$ cat config.mk
export PLATFORM = sky130hd
export DESIGN_NAME = vx_ibuffer_arb
export DESIGN_NICKNAME = d
export VERILOG_FILES = /design/src/rtl/vx_ibuffer_arb.sv
export SDC_FILE = /design/constraint.sdc
export NUM_CORES = 1
export LEC_CHECK = 0
export CORE_AREA = 2 2 511 513
export DETAILED_ROUTE_END_ITERATION = 10
export DIE_AREA = 0 0 513 515
export PLACE_DENSITY = 0.3
export SLEW_MARGIN = 5
export SYNTH_ARGS = -nofsm -noshare
export SYNTH_HDL_FRONTEND = slang
export SYNTH_SLANG_ARGS = --single-unit
$ cat constraint.sdc
create_clock -name clk -period 9.5 [get_ports clk]
set_input_delay 0.95 -clock clk [delete_from_list [all_inputs] [get_ports clk]]
set_output_delay 0.95 -clock clk [all_outputs]
set_load 0.01 [all_outputs]
$ cat src/rtl/vx_ibuffer_arb.sv
// Round-robin arbiter sharing one instruction-buffer slave port among per-warp buffers.
// Multi-instruction groups stay atomic: the winner holds the grant until its group drains.
module vx_ibuffer_arb #(
  parameter int unsigned NUM_REQS = 4,
  parameter int unsigned DATAW    = 256,
  parameter int unsigned REQ_SELW = $clog2(NUM_REQS)
) (
  input  logic                      clk,
  input  logic                      reset,
  input  logic [NUM_REQS-1:0]       valid_in,
  input  logic [NUM_REQS*DATAW-1:0] data_in,
  input  logic [NUM_REQS*4-1:0]     grp_cnt_in,
  output logic [NUM_REQS-1:0]       ready_in,
  output logic                      valid_out,
  output logic [DATAW-1:0]          data_out,
  output logic [REQ_SELW-1:0]       sel_out,
  input  logic                      ready_out,
  output logic                      locked
);

  localparam int unsigned CNTW = 4;

  typedef enum logic {
    ST_UNLOCKED = 1'b0,
    ST_LOCKED   = 1'b1
  } state_e;

  state_e              r_state, w_state_nxt;
  logic [REQ_SELW-1:0] r_rr_ptr, w_rr_ptr_nxt;
  logic [REQ_SELW-1:0] r_locked_idx, w_locked_idx_nxt;
  logic [CNTW-1:0]     r_remaining, w_remaining_nxt;

  logic                r_valid_out;
  logic [DATAW-1:0]    r_data_out;
  logic [REQ_SELW-1:0] r_sel_out;

  logic [DATAW-1:0]    w_data [NUM_REQS];
  logic [CNTW-1:0]     w_cnt  [NUM_REQS];
  logic                w_can_load;
  logic                w_grant_ok;
  logic [REQ_SELW-1:0] w_grant_idx;
  logic [NUM_REQS-1:0] w_ready;
  logic                w_fire;

  function automatic logic [REQ_SELW-1:0] wrap_inc(input logic [REQ_SELW-1:0] x);
    if (32'(x) == NUM_REQS - 1) return '0;
    return x + REQ_SELW'(1);
  endfunction

  for (genvar gi = 0; gi < NUM_REQS; gi++) begin : g_unpack
    assign w_data[gi] = data_in[gi*DATAW +: DATAW];
    assign w_cnt[gi]  = grp_cnt_in[gi*CNTW +: CNTW];
  end

  // Grant is held low in reset so nothing is offered to the buffers.
  assign w_can_load = reset && (!r_valid_out || ready_out);

  // Grant select: locked requester, or first valid one at/after rr_ptr.
  always_comb begin
    int unsigned idx;
    idx         = 0;
    w_grant_ok  = 1'b0;
    w_grant_idx = r_rr_ptr;
    if (r_state == ST_LOCKED) begin
      w_grant_ok  = 1'b1;
      w_grant_idx = r_locked_idx;
    end else begin
      for (int unsigned k = 0; k < NUM_REQS; k++) begin
        idx = 32'(r_rr_ptr) + k;
        if (idx >= NUM_REQS) idx = idx - NUM_REQS;
        if (!w_grant_ok && valid_in[REQ_SELW'(idx)]) begin
          w_grant_ok  = 1'b1;
          w_grant_idx = REQ_SELW'(idx);
        end
      end
    end
  end

  always_comb begin
    w_ready = '0;
    if (w_grant_ok) w_ready[w_grant_idx] = w_can_load;
  end

  assign w_fire   = |(w_ready & valid_in);
  assign ready_in = w_ready;

  // Lock FSM next-state: group start, follow-on countdown, pointer advance.
  always_comb begin
    w_state_nxt      = r_state;
    w_rr_ptr_nxt     = r_rr_ptr;
    w_locked_idx_nxt = r_locked_idx;
    w_remaining_nxt  = r_remaining;
    case (r_state)
      ST_UNLOCKED: begin
        if (w_fire) begin
          if (w_cnt[w_grant_idx] >= CNTW'(2)) begin
            w_state_nxt      = ST_LOCKED;
            w_locked_idx_nxt = w_grant_idx;
            w_remaining_nxt  = w_cnt[w_grant_idx] - CNTW'(1);
          end else begin
            w_rr_ptr_nxt = wrap_inc(w_grant_idx);
          end
        end
      end
      ST_LOCKED: begin
        if (w_fire) begin
          w_remaining_nxt = r_remaining - CNTW'(1);
          if (r_remaining == CNTW'(1)) begin
            w_state_nxt  = ST_UNLOCKED;
            w_rr_ptr_nxt = wrap_inc(r_locked_idx);
          end
        end
      end
    endcase
  end

  always_ff @(posedge clk or negedge reset) begin
    if (!reset) begin
      r_state      <= ST_UNLOCKED;
      r_rr_ptr     <= '0;
      r_locked_idx <= '0;
      r_remaining  <= '0;
    end else begin
      r_state      <= w_state_nxt;
      r_rr_ptr     <= w_rr_ptr_nxt;
      r_locked_idx <= w_locked_idx_nxt;
      r_remaining  <= w_remaining_nxt;
    end
  end

  // Output stage: loads on fire, drains when downstream accepts, holds on stall.
  always_ff @(posedge clk or negedge reset) begin
    if (!reset) begin
      r_valid_out <= 1'b0;
      r_data_out  <= '0;
      r_sel_out   <= '0;
    end else if (w_can_load) begin
      r_valid_out <= w_fire;
      if (w_fire) begin
        r_data_out <= w_data[w_grant_idx];
        r_sel_out  <= w_grant_idx;
      end
    end
  end

  assign valid_out = r_valid_out;
  assign data_out  = r_data_out;
  assign sel_out   = r_sel_out;
  assign locked    = (r_state == ST_LOCKED);

endmodule

# Yosys cells after proc, flatten, opt, wreduce, memory -nomap -nowiden
# Cells that the tools add are included.
# classes
n_addsub	11
magnitude_cmp	12
eq_ne	8
n_mux	64
n_bitwise	4
reduce_logical	15
# ops
op	count
binary-select mux 256 bit (select 2 bit)	1
2-to-1 mux 256 bit	2
2-to-1 mux 2 bit	21
2-to-1 mux 1 bit	25
2-to-1 mux 4 bit	6
< comparator 2 x 3 -> 1 bit, second input constant	5
>= comparator 3 bit, second input constant	4
AND 4 bit	2
binary-select mux 1 bit (select 2 bit)	4
binary-select mux 4 bit (select 2 bit)	1
one-hot mux 4 bit (2 select lines)	1
subtractor 2 x 1 -> 2 bit, second input constant	4
subtractor 4 x 1 -> 4 bit, second input constant	2
adder 2 x 2 -> 3 bit, second input constant	2
!= test 2 bit, second input constant	3
AND reduction 3 bit	2
logical AND 1 bit	5
adder 2 x 1 -> 2 bit, second input constant	2
equality test 2 bit, second input constant	2
equality test 4 x 1 -> 1 bit, second input constant	1
>= comparator 4 x 2 -> 1 bit, second input constant	1
logical NOT 1 bit	4
!= test 2 x 1 -> 1 bit, second input constant	2
one-hot mux 2 bit (2 select lines)	1
11 further kinds	11
# totals
register_bits	268
inputBits	1047
wordCells	121

# Depth between registers and ports, before layout
# logic_depth
word_depth	33
mapped_depth	17

# Worst setup path before layout
# Ideal clock, no wire load.
# synth_path
kind	input to register
start	input valid_in[2]
end	register r_data_out[0], in the netlist data_out[0]
arrival_ps	3851
t_required_ps	9375
path_slack_ps	5524
cell_stages	16
path_buffers	6
path_cell_list	buf_6 or4b_1 a21o_1 o2111ai_1 and2_1 buf_6 inv_2 clkbuf_1 ha_1 and2_1 a221o_1 o311a_1 buf_6 buf_6 buf_6 mux2_4
# synth_via
elab_chain_cells	25
word_cells_on_any_way	41
classes_between	order compare (2); mux (27); bitwise (3); reduce/logical (9)
# synth_lines
element	line_no	text
start: declaration	10	input logic [NUM_REQS-1:0] valid_in,
binary-select mux 1 bit (select 2 bit)	71	if (!w_grant_ok && valid_in[REQ_SELW'(idx)]) begin
2-to-1 mux 1 bit (not written as such)	71	
2-to-1 mux 1 bit	71	
2-to-1 mux 1 bit	64	if (r_state == ST_LOCKED) begin
logical NOT 1 bit	71	
logical AND 1 bit	71	
2-to-1 mux 1 bit	71	
2-to-1 mux 1 bit	64	
(+9 left out)	-	
logical AND 1 bit (not written as such)	81	if (w_grant_ok) w_ready[w_grant_idx] = w_can_load;
2-to-1 mux 1 bit (not written as such)	81	
demux 1 bit (select 2 bit)	81	
AND 4 bit (no line)	-	
2-to-1 mux 4 bit	81	
AND 4 bit	84	assign w_fire = |(w_ready & valid_in);
OR reduction 4 bit	84	
AND reduction 2 bit (no line)	-	
end signal: assignment	140	r_data_out <= w_data[w_grant_idx];
end: declaration	34	logic [DATAW-1:0] r_data_out;
# Parallel ways exist; a longest one is shown, timed or not. The select of a mux whose other input is x is not followed.
# A chain may end at the register's enable or synchronous reset.

# Worst setup path after layout
# layout_path
start	input valid_in[0]
end	register r_data_out[17], in the netlist data_out[17]
# Same word-level chain as after synthesis.

==> reports/results.txt <==
Status -> finished clean
Clock Sinks -> 268
RD Place Congestion -> 0.819
Slew headroom -> 24.5%
TritonRoute pass-1 iters -> 6
Power Dens Cells -> 169 nW/µm²
CP delay by family, top -> buffers and inverters
Cts hold-fix bufs -> 0
Tot GR Track Use -> 11.7%
Worst-case clock buffer depth -> 3
Initial core utilization -> 6.80%
Total CTS buffers -> 45
Vias in the first global route -> 17700
Largest net degree at the start of global routing -> 97
Antenna viol nets, final -> 0
# port buffers -> 1310
Post-layout minimum cycle time -> 5.70 ns
Asr flop ratio synth -> 100%
Die area -> 264000 µm²
CP endpoint kind -> register
1st-iter DRT viols -> 784
Die Wd -> 513 µm
Worst path max stage delay -> 0.74 ns
Startpoint Class -> input pin
Crit-path cells -> clkdlybuf4s50_1 -> and2_0 -> a222oi_1 -> o2111ai_1 -> and2_1 -> inv_8 -> ha_1 -> and2_1 -> a221o_1 -> o311a_4 -> buf_12 -> buf_4 -> mux2_4
Setup ws final -> 3.80 ns
Num ports -> 1311
Final #Nets -> 3330
Final Hold Fails -> 0
Max-cap violation count -> 0
Worst vdd ir -> 0.126 mV
Final WL -> 161000 µm
# rows -> 187
Global-route wire length before repair -> 200000 µm
CP Class -> input pin to register
Pleak -> 0.0129 µW
Avg Synthesized Cell Area -> 17.7 µm²
Post-synthesis cell type count -> 52
Final worst-path cycle share -> 60.0%
Cts repair resizes -> 0
Sequential element share of the synthesized area -> 38.1%
Critical path launch point -> valid_in[0]
Slew Viols, Final -> 0
Vias per inst -> 2.78
WP data arrival -> 6.20 ns
Post-CTS Setup Inserts -> 0
RSZ-0062 raised after global routing -> false
RR Startpoint -> r_rr_ptr[0]$_DFFE_PN0P_
Most common cell on crit path -> and2_1
Req. time, crit path -> 10.01 ns
Area Growth Syn to Fin -> 106%
Worst Skew -> 0.0202 ns
CTS tree -> done
Post-synth EDFFs -> 0
Htree depth -> 2
Setup TNS -> 0 ns
Die Span Y -> 515 µm
Ratio of cells with drive above 1 in the final layout -> 26.8%
Drt wl/cell -> 28.0 µm
Clk slew on worst S/H paths -> 0.06 ns
Fmax -> 0.176 GHz
Remaining global-route overflow -> 0
Initial antenna violation count -> 97
Buffers & Inverters on Critical Path -> 4
DRC viols -> 0
Setup-failing EPs final -> 0
Worst slew pin tran -> 1.13 ns
Post-Syn Nets -> 2049
Worst slack, placed -> 3.09 ns
Worst-path maximum fanout -> 76
Worst Hold Class -> input pin to async pin
Final design utilization -> 14.0%
Fillers -> 28800
Total power -> 6120 µW
Mapped Area -> 17600 µm²
Synth warn -> 0
DP Wirelength -> 139000 µm
Via count -> 16000
Yosys reg bits -> 268
Worst skew pair latency -> 0.64 ns
Cells after synthesis -> 996
Top_reg_cell synth -> dfrtp_1
Clock Tree Root -> clkbuf_16
Core area -> 259000 µm²
Slowest CP cell -> o311a_4
-- cells by family after synthesis --
logic type / share of synthesized area, %
AOI/OAI and AO/OA: 1.66
DFF: 38.1
and+or+nand+nor: 1.40
muxes: 54.6
xor gates and xnor gates: 0.0498
buffers and inverters: 3.76
adders and majority gates: 0.427
-- sequential cells by signal (all words and copies together) (netlist names) --
register	count
r_rr_ptr	2
sel_out	2
locked	1
data_out	256
r_locked_idx	2
valid_out	1
r_remaining	4
-- routing by layer --
layer | up-vias | part of all wire [%] | track usage (%)
li1 | 6728 | - | -
met5 | - | 0.21 | 0
met3 | 213 | 11 | 5.88
met1 | 7957 | 37 | 12.6
met4 | 60 | 2.7 | 3.18
met2 | 992 | 48 | 20.1
-- layout make-up --
cell class | instances | area [µm²] | share of cell area, %
diodes | 22 | 55.1 | 0.152
clock buffers | 61 | 1320 | 3.64
clock inverters | 19 | 236 | 0.653
inverters | 13 | 56.3 | 0.155
multi-input cells | 620 | 10200 | 28.3
flip-flops and latches | 268 | 6710 | 18.5
well taps | 3402 | 4260 | 11.8
repair buffers | 1329 | 13300 | 36.9
-- final timing paths --
path | slack [ns] | end | cells past startpoint
max | 3.80 | data_out[17]$_DFFE_PN0P_ | 13
min | 0.18 | data_out[186]$_DFFE_PN0P_ | 1
max reg2reg | 4.22 | data_out[17]$_DFFE_PN0P_ | 12
min reg2reg | 0.50 | data_out[135]$_DFFE_PN0P_ | 1
max in group asynchronous | 7.31 | data_out[22]$_DFFE_PN0P_ | 3
min in group clk | 0.50 | data_out[135]$_DFFE_PN0P_ | 1
-- cells in the mapped netlist (all sizes together), types with 2 or more instances --
master,n,area share [%]
mux2i,11,0.65
and2,5,0.18
inv,13,0.28
clkbuf,17,0.36
o22ai,4,0.14
a221o,2,0.11
buf,78,3.1
a21o,2,0.085
nor3,2,0.057
nand2b,5,0.18
dfrtp,268,38
o211ai,2,0.085
mux4,258,33
ha,6,0.43
nand2,10,0.21
a221oi,2,0.14
nor2,12,0.26
mux2,260,21
nor2b,2,0.071
and3,2,0.071
nor4,2,0.071
a21oi,7,0.20
o21ai,5,0.14
-- per-stage QoR --
| step | instance area (µm²) | hold WS (ns) | cells |
|---|---|---|---|
| final | 36200 | 0.182 | 5734 |
| after global routing | 36200 | 0.132 | 5721 |
| after CTS | 36200 | 0.112 | 5712 |
| after detailed placement | 34600 | 0.492 | 5632 |
| after global placement | 34600 | 0.492 | 5631 |
| after floorplan | 17600 | 0.503 | 996 |
-- layout by cell type, fill, tap and decap left out, drive strengths merged, types with 4 or more instances in the layout --
cell and count:
clkdlybuf4s50 1309, and2 5, mux2 260, nand2b 5
nor2 12, buf 20, diode 22, inv 14
dfrtp 268, a21oi 7, bufinv 5, o22ai 4
mux2i 11, clkinv 11, clkbuf 61, o21ai 5
ha 6, nand2 10, mux4 258
-- power breakdown --
group / leakage [µW] / internal, µW / switching, µW / total [µW]
Combinational: 0.00901 / 1500 / 1090 / 2590
Sequential: 0.00314 / 1470 / 238 / 1710
Clock: 0.000769 / 1100 / 716 / 1820
Total: 0.0129 / 4080 / 2040 / 6120
Note: power is estimated with default switching activity, not from simulation.
